`src/rtl/mem_arb_pkg.sv`:
```
// Shared types and constants for the unified RAM port arbiter and its latency counter.
package mem_arb_pkg;

    typedef enum logic {
        ST_IDLE = 1'b0,
        ST_BUSY = 1'b1
    } state_e;

    localparam logic OWN_IF  = 1'b0;
    localparam logic OWN_MEM = 1'b1;
    localparam int   CNT_W   = 4;

    // Tie-break alternates against whoever won last so neither side starves.
    function automatic logic pick_owner(
        input logic cand_if,
        input logic cand_mem,
        input logic last_owner
    );
        logic own;
        if (cand_mem && cand_if) begin
            own = (last_owner == OWN_MEM) ? OWN_IF : OWN_MEM;
        end else if (cand_mem) begin
            own = OWN_MEM;
        end else begin
            own = OWN_IF;
        end
        return own;
    endfunction

endpackage

```
`src/rtl/mem_lat_counter.sv`:
```
// Down-counter tracking an outstanding fixed-latency access; flags the final cycle.
module mem_lat_counter
    import mem_arb_pkg::*;
#(
    parameter int W = CNT_W
) (
    input  logic         clk,
    input  logic         rst,
    input  logic         load_i,
    input  logic [W-1:0] load_val_i,
    input  logic         dec_i,
    output logic         last_o
);

    localparam logic [W-1:0] ONE = W'(1);

    logic [W-1:0] cnt_q;
    logic [W-1:0] cnt_d;

    // Next count: load wins over decrement; saturates at zero instead of wrapping.
    always_comb begin
        cnt_d = cnt_q;
        if (load_i) begin
            cnt_d = load_val_i;
        end else if (dec_i && (cnt_q != '0)) begin
            cnt_d = cnt_q - ONE;
        end else begin
            cnt_d = cnt_q;
        end
    end

    // Count register.
    always_ff @(posedge clk) begin
        if (rst) begin
            cnt_q <= '0;
        end else begin
            cnt_q <= cnt_d;
        end
    end

    assign last_o = (cnt_q == ONE);

endmodule

```
`src/rtl/mem_port_arbiter.sv`:
```
// Shares the single RAM port between IF fetches and MEM loads/stores, tracking read latency
// and returning done/rdata to the winner.
module mem_port_arbiter
    import mem_arb_pkg::*;
#(
    parameter int LATENCY = 2,
    parameter int AW      = 32
) (
    input  logic          clk,
    input  logic          rst,
    input  logic          flush,
    input  logic          if_req,
    input  logic [AW-1:0] if_addr,
    output logic          if_done,
    output logic [31:0]   if_rdata,
    input  logic          mem_req,
    input  logic          mem_we,
    input  logic [AW-1:0] mem_addr,
    input  logic [31:0]   mem_wdata,
    input  logic [3:0]    mem_wstrb,
    output logic          mem_done,
    output logic [31:0]   mem_rdata,
    output logic          ram_en,
    output logic          ram_we,
    output logic [AW-1:0] ram_addr,
    output logic [31:0]   ram_wdata,
    output logic [3:0]    ram_wstrb,
    input  logic [31:0]   ram_rdata,
    output logic          stall
);

    localparam logic [CNT_W-1:0] LAT_LOAD = CNT_W'(LATENCY);

    state_e state_q;
    state_e state_d;
    logic   owner_q;
    logic   owner_d;
    logic   last_owner_q;
    logic   last_owner_d;
    logic   squash_q;
    logic   squash_d;

    logic   cand_if_s;
    logic   cand_mem_s;
    logic   winner_s;
    logic   cnt_load_s;
    logic   cnt_dec_s;
    logic   cnt_last_s;

    mem_lat_counter #(
        .W(CNT_W)
    ) u_cnt (
        .clk       (clk),
        .rst       (rst),
        .load_i    (cnt_load_s),
        .load_val_i(LAT_LOAD),
        .dec_i     (cnt_dec_s),
        .last_o    (cnt_last_s)
    );

    assign cand_if_s  = if_req && !flush;
    assign cand_mem_s = mem_req;
    assign winner_s   = pick_owner(cand_if_s, cand_mem_s, last_owner_q);

    // Next-state, grant and response decode; everything forced low while in reset.
    always_comb begin
        state_d      = state_q;
        owner_d      = owner_q;
        last_owner_d = last_owner_q;
        squash_d     = squash_q;
        cnt_load_s   = 1'b0;
        cnt_dec_s    = 1'b0;
        ram_en       = 1'b0;
        ram_we       = 1'b0;
        ram_addr     = '0;
        ram_wdata    = 32'h0000_0000;
        ram_wstrb    = 4'h0;
        if_done      = 1'b0;
        if_rdata     = 32'h0000_0000;
        mem_done     = 1'b0;
        mem_rdata    = 32'h0000_0000;
        stall        = 1'b0;

        if (rst) begin
            state_d  = ST_IDLE;
            squash_d = 1'b0;
        end else begin
            case (state_q)
                ST_IDLE: begin
                    if (cand_if_s || cand_mem_s) begin
                        ram_en       = 1'b1;
                        last_owner_d = winner_s;
                        if (winner_s == OWN_MEM) begin
                            ram_we    = mem_we;
                            ram_addr  = mem_addr;
                            ram_wdata = mem_wdata;
                            ram_wstrb = mem_wstrb;
                            if (mem_we) begin
                                mem_done = 1'b1;
                            end else begin
                                owner_d    = OWN_MEM;
                                cnt_load_s = 1'b1;
                                state_d    = ST_BUSY;
                            end
                        end else begin
                            ram_addr   = if_addr;
                            owner_d    = OWN_IF;
                            cnt_load_s = 1'b1;
                            state_d    = ST_BUSY;
                        end
                    end else begin
                        state_d = ST_IDLE;
                    end
                end
                ST_BUSY: begin
                    cnt_dec_s = 1'b1;
                    // The RAM read cannot be cancelled, so a flush only hides its result.
                    if (flush && (owner_q == OWN_IF)) begin
                        squash_d = 1'b1;
                    end else begin
                        squash_d = squash_q;
                    end
                    if (cnt_last_s) begin
                        state_d  = ST_IDLE;
                        squash_d = 1'b0;
                        if (owner_q == OWN_MEM) begin
                            mem_done  = 1'b1;
                            mem_rdata = ram_rdata;
                        end else if (!squash_q && !flush) begin
                            if_done  = 1'b1;
                            if_rdata = ram_rdata;
                        end else begin
                            if_done = 1'b0;
                        end
                    end else begin
                        state_d = ST_BUSY;
                    end
                end
                default: begin
                    state_d = ST_IDLE;
                end
            endcase
            stall = (if_req && !if_done && !flush) || (mem_req && !mem_done);
        end
    end

    // State registers.
    always_ff @(posedge clk) begin
        if (rst) begin
            state_q      <= ST_IDLE;
            owner_q      <= OWN_IF;
            last_owner_q <= OWN_IF;
            squash_q     <= 1'b0;
        end else begin
            state_q      <= state_d;
            owner_q      <= owner_d;
            last_owner_q <= last_owner_d;
            squash_q     <= squash_d;
        end
    end

endmodule

```
`config.mk`:
```
export PLATFORM = sky130hd
export DESIGN_NAME = mem_port_arbiter
export DESIGN_NICKNAME = d
export VERILOG_FILES = /design/src/rtl/mem_arb_pkg.sv /design/src/rtl/mem_lat_counter.sv /design/src/rtl/mem_port_arbiter.sv
export SDC_FILE = /design/constraint.sdc
export NUM_CORES = 1
export LEC_CHECK = 0
export BUFFER_PORTS_ARGS = -buffer_cell sky130_fd_sc_hd__buf_2
export CAP_MARGIN = 15
export CORE_AREA = 3 3 106 108
export DETAILED_ROUTE_END_ITERATION = 7
export DIE_AREA = 0 0 109 111
export HOLD_SLACK_MARGIN = 0.06
export PLACE_DENSITY_LB_ADDON = 0.12
export SETUP_SLACK_MARGIN = 0.5
export SYNTH_ARGS = -nofsm -noshare
export SYNTH_HDL_FRONTEND = slang
export SYNTH_SLANG_ARGS = --single-unit
export TNS_END_PERCENT = 50
```
`constraint.sdc`:
```
create_clock -name clk -period 3 [get_ports clk]
set_input_delay 0.15 -clock clk [delete_from_list [all_inputs] [get_ports clk]]
set_output_delay 0.15 -clock clk [all_outputs]
set_load 0.05 [all_outputs]
```
* Yosys cells after proc, flatten, opt, wreduce, memory -nomap -nowiden *
Cells that the tools add are included.

word-level totals
  ROM bits = 0
  bits in latches = 0
  RAM bits = 0
  bits in registers = 8
  memories kept = 0
  output and inout port bits = 137

cells by class
  add/subtract/negate cells = 1
  shift-type cells = 0
  eq/ne operators = 2
  mux-type cells = 61
  bitwise logic cells = 2
  div/mod/pow operators = 0
  reduce and logical (&&, ||, !) cells = 21
  magnitude comparators = 0
  multipliers = 0

operator list
  operator                                                             count
  32-bit 2-to-1 mux                                                    17
  1-bit 2-to-1 mux                                                     36
  4-bit 2-to-1 mux                                                     4
  1-bit logical AND                                                    8
  4-bit by 1-bit == test with 1-bit output (second input constant)     1
  1-bit logical NOT                                                    4
  2-bit 2-to-1 mux                                                     2
  1-bit one-hot mux with 2 select lines                                2
  2-bit AND reduction                                                  2
  2-bit nonzero test                                                   2
  4-bit nonzero test                                                   1
  4-bit by 1-bit subtractor with 4-bit output (second input constant)  1
  3-bit AND reduction                                                  1
  1-bit logical OR                                                     2
  2-bit != test (second input constant)                                1
  1-bit NOT                                                            2
  2-bit OR reduction                                                   1

* Longest topological paths before layout *
  depth after elaboration = 12
  depth in mapped cells = 7

* Cells and area by module *
From an unflattened synthesis, not the netlist that was laid out.

unflattened totals
  cells, all modules = 223
  area, all modules = 1,586.5 um^2

by module, submodules not included
  module            area each (um^2)  sequential area each (um^2)  instances  cells each
  mem_port_arbiter  1,300.0           80.1                         1          190
  mem_lat_counter   286.5             80.1                         1          33

* Worst setup path after synthesis *
OpenSTA, ideal clock, no wires.

  path kind = register -> output
  from = register last_owner_q
  to = output ram_addr[21]
  data arrival time = 1.786 ns
  slack = 1.064 ns
  stages on the path, launching flop included = 6
  required time = 2.850 ns
  cell sequence = dfxtp_1 -> nand3b_1 -> nand2_1 -> buf_1 -> nand2_1 -> a21oi_1

between the ends
  longest elaborated chain between the ends = 6

RTL lines
  what                      RTL line                 source
  start: declaration        mem_port_arbiter.sv:38   logic last_owner_q;
  start signal: assignment  mem_port_arbiter.sv:157  last_owner_q <= last_owner_d;
  1-bit 2-to-1 mux          mem_arb_pkg.sv:21        own = (last_owner == OWN_MEM) ? OWN_IF : OWN_MEM;
  1-bit 2-to-1 mux          mem_arb_pkg.sv:20        if (cand_mem && cand_if) begin
  32-bit 2-to-1 mux         mem_port_arbiter.sv:93   if (winner_s == OWN_MEM) begin
  32-bit 2-to-1 mux         mem_port_arbiter.sv:90   if (cand_if_s || cand_mem_s) begin
  32-bit 2-to-1 mux         mem_port_arbiter.sv:88   case (state_q)
  32-bit 2-to-1 mux         mem_port_arbiter.sv:84   if (rst) begin
  end: declaration          mem_port_arbiter.sv:25   output logic [AW-1:0] ram_addr,

Every way passes these cells.

* Final worst setup path *
  from = register u_cnt.cnt_q[1]
  to = output if_rdata[2]

between the ends
  longest elaborated chain between the ends = 4

RTL lines
  what                                      RTL line                 source
  start: declaration                        mem_lat_counter.sv:17    logic [W-1:0] cnt_q;
  start signal: assignment                  mem_lat_counter.sv:37    cnt_q <= cnt_d;
  4-bit by 1-bit == test with 1-bit output  mem_lat_counter.sv:41    assign last_o = (cnt_q == ONE);
  32-bit 2-to-1 mux                         mem_port_arbiter.sv:123  if (cnt_last_s) begin
  32-bit 2-to-1 mux                         mem_port_arbiter.sv:88
  32-bit 2-to-1 mux                         mem_port_arbiter.sv:84
  end: declaration                          mem_port_arbiter.sv:15   output logic [31:0] if_rdata,

Every way passes these cells.

==> flow_summary.ini <==
[run_status]
outcome = completed

[synthesis]
async_reset_ff_frac = 0
synthDistinctLibCells = 36
post_synthesis_compound_gate_area_fraction = 0.175
synth_top_family_by_area = simple AND/OR/NAND/NOR gates
cells_after_synth = 284
synthMuxAreaShare = 0
postSynthNetCount = 425
ys_seq_elements = 8
post_synth_and_or_nand_nor_area_fraction = 0.627
yosys.area_share.xor_xnor = 0.00525
syn_area_mm2 = 0.00167
yosys_most_used_dff = sky130_fd_sc_hd__dfxtp_1
register_area_share_after_synthesis = 0.0960
synth.avg_cell_area_um2 = 5.88
synthAdderAreaFrac = 0.0225
number_of_synthesized_flops_with_an_enable_pin = 0
total_of_warnings_raised_by_yosys = 0

[cells_and_area]
layout_overhead_on_the_synthesized_area_pct = 91.5
multiInputGateArea_mm2 = 0.00139
fin_nets = 689
layout_cell_share_with_drive_strength_beyond_1 = 0.529
fillCellCount = 1184
layout_common_cells = sky130_fd_sc_hd__buf_2 (274), sky130_fd_sc_hd__and2_1 (101), sky130_fd_sc_hd__nand2_1 (70), sky130_fd_sc_hd__a21oi_1 (35), sky130_fd_sc_hd__dfxtp_1 (8)
layout.cells.most_common = sky130_fd_sc_hd__buf_2
ff_latch_area_um2 = 160

[clock_tree]
ctsResizeCount = 0
htreeDepth = 1
post-cts-setup-buffers = 0
cts.root.buffer_cell = sky130_fd_sc_hd__clkbuf_8
cts_tree = built
worst_skew_pair.late_latency_ns = 0.23
tritoncts_num_sinks = 8
max_buffers_root_to_sink = 2
postCtsHoldBufs = 0
cts_inserted_buffers = 3
clkTransAtPathRegs_ns = 0.04

[timing]
final-hold-violation-count = 0
holdWs_ns = 0.316
fin_crit_ns = 2.14
max_slew_margin = 0.644
setup_total_negative_slack_ns = 0
fin_worst_skew_ns = 0.00708
timing.fmax_mhz = 466
grt_setup_unrepaired = false
timing.final.max_slew_violations = 0
tightestPinTransition_ns = 0.533
fin_crit_sh = 0.715
setup_viol_count_final = 0

[global_routing]
antenna_found_initial = 0
gr-total-overflow = 0
global_route_wire_length_before_repair_um = 12000
grt_max_degree = 38
number_of_global_route_vias_before_repair = 2460
grt_usage = 0.120

[setup_path]
reg2reg_setup_slack_ns = 1.48
critical_path.startpoint_type = flip-flop
critical_path_arrival_ns = 1.99
timing.critical_path.required_ns = 2.85
end_kind = output port
path_class = reg -> out
worst-r2r-cell-count = 5
worst_r2r_startpoint = u_cnt.cnt_q[0]
crit-reg2reg-capture = u_cnt.cnt_q[3]
crit_path_max_fanout = 33

[min_path]
hold_class = in -> reg
timing.hold.worst_path_depth = 4
whs_endpoint = state_q
worstHoldStart = mem_we

[routing]
detail_route.drc_violations = 0
routed_wl_um = 8220
detailed_router_iteration_count_before_antenna_repair = 4
via_count = 2757
routedWlPerCell_um = 12.0
first_iter_violations = 101
ant_nets = 0
viasPerCell = 4.04

[placed_design]
detailed_place_hpwl_um = 6940
io_buffers = 274
globalplace.congestion = 0.827

[die]
fp.dieH_um = 111
num_rows = 37
initial_utilization = 0.162
top_level_ports = 275
die_x_um = 109
core_area_mm2 = 0.0103
die_area_mm2 = 0.0121

[job]
drv.max_cap_violation_count = 0

[power_and_ir_drop]
ir_drop_mv = 0.154
power.static_leakage_nw = 2.01
power-per-cell-area_mw_per_mm2 = 222
[critical path, stage by stage (launching register included)]
cell and delay, ns:
sky130_fd_sc_hd__dfxtp_1 0.30, sky130_fd_sc_hd__inv_1 0.10, sky130_fd_sc_hd__ha_1 0.17, sky130_fd_sc_hd__and4bb_1 0.29, sky130_fd_sc_hd__nand2_2 0.09, sky130_fd_sc_hd__nor3_4 0.11, sky130_fd_sc_hd__buf_4 0.28, sky130_fd_sc_hd__and2_1 0.17
sky130_fd_sc_hd__buf_2 0.26
[final cells by class]
cell class                      instances  area share
Antenna cell                            1    0.000783
Clock buffer                            3      0.0129
Inverter                                7     0.00822
Multi-Input combinational cell        249       0.434
Sequential cell                         8      0.0501
Tap cell                              136      0.0532
Timing Repair Buffer                  279       0.441
[worst max-delay path by stage]
stage / cells after the start / to / startpoint / slack, ns
2_1_floorplan: 5 / ram_addr[21] / last_owner_q / 1.06
3_3_place_gp: 8 / mem_rdata[9] / u_cnt.cnt_q[1] / 1.11
3_5_place_dp: 8 / if_rdata[15] / u_cnt.cnt_q[1] / 1.09
4_1_cts: 8 / if_rdata[4] / u_cnt.cnt_q[1] / 0.84
5_1_grt: 8 / if_rdata[27] / u_cnt.cnt_q[1] / 0.70
6_report: 8 / if_rdata[2] / u_cnt.cnt_q[1] / 0.86
[per-layer routing]
layer / vias up / GRT usage / routed length, um
met3: 10 / 0.0268 / 765
met1: 1176 / 0.122 / 2950
met4: 0 / 0.0202 / 97
met5: - / 0 / 0
met2: 136 / 0.242 / 4400
li1: 1435 / - / -
[cells in the mapped netlist (all sizes together) (2+ instances only)]
cell type / number / area share
o21ai: 2 / 0.0060
nor3: 5 / 0.022
inv: 7 / 0.016
nor2: 8 / 0.024
dfxtp: 8 / 0.096
a21oi: 36 / 0.11
o21bai: 2 / 0.0090
nand2: 71 / 0.16
nand3: 2 / 0.0060
a311oi: 2 / 0.010
and2: 101 / 0.38
a31oi: 2 / 0.0075
buf: 11 / 0.035
nor2b: 3 / 0.011
clkbuf: 9 / 0.024
ha: 3 / 0.022
nand2b: 2 / 0.0075
[registers in the layout, indices dropped and copies added (netlist names)]
signal	count
state_q	1
u_cnt.cnt_q	4
last_owner_q	1
owner_q	1
squash_q	1
[metrics by stage]
stage                     setup slack (ns)  cell area (um^2)  std cells   util  power (mW)
after floorplan                       1.06              1670        284      -       0.423
after global placement                1.11              3150        679  0.305       0.585
after detailed placement              1.09              3150        679  0.305       0.585
after CTS                            0.842              3190        682  0.309       0.720
after global routing                 0.699              3190        682  0.309       0.764
final                                0.856              3200        683  0.310       0.709
[power by group]
part / internal [mW] / switching (mW) / leakage (nW) / total [mW]
combinational: 0.146 / 0.309 / 1.93 / 0.456
clock: 0.0870 / 0.0437 / 0.0216 / 0.131
sequential: 0.114 / 0.00850 / 0.0656 / 0.123
[logic make-up (layout without fill, tap and decap cells)]
family,Yosys count,in the layout
adders and majority gates,3,3
and+or+nand+nor,195,195
other,0,1
AOI/OAI and AO/OA,50,50
buffers and inverters,27,289
xor gates and xnor gates,1,1
DFF,8,8
(Power assumes the default switching activity.)
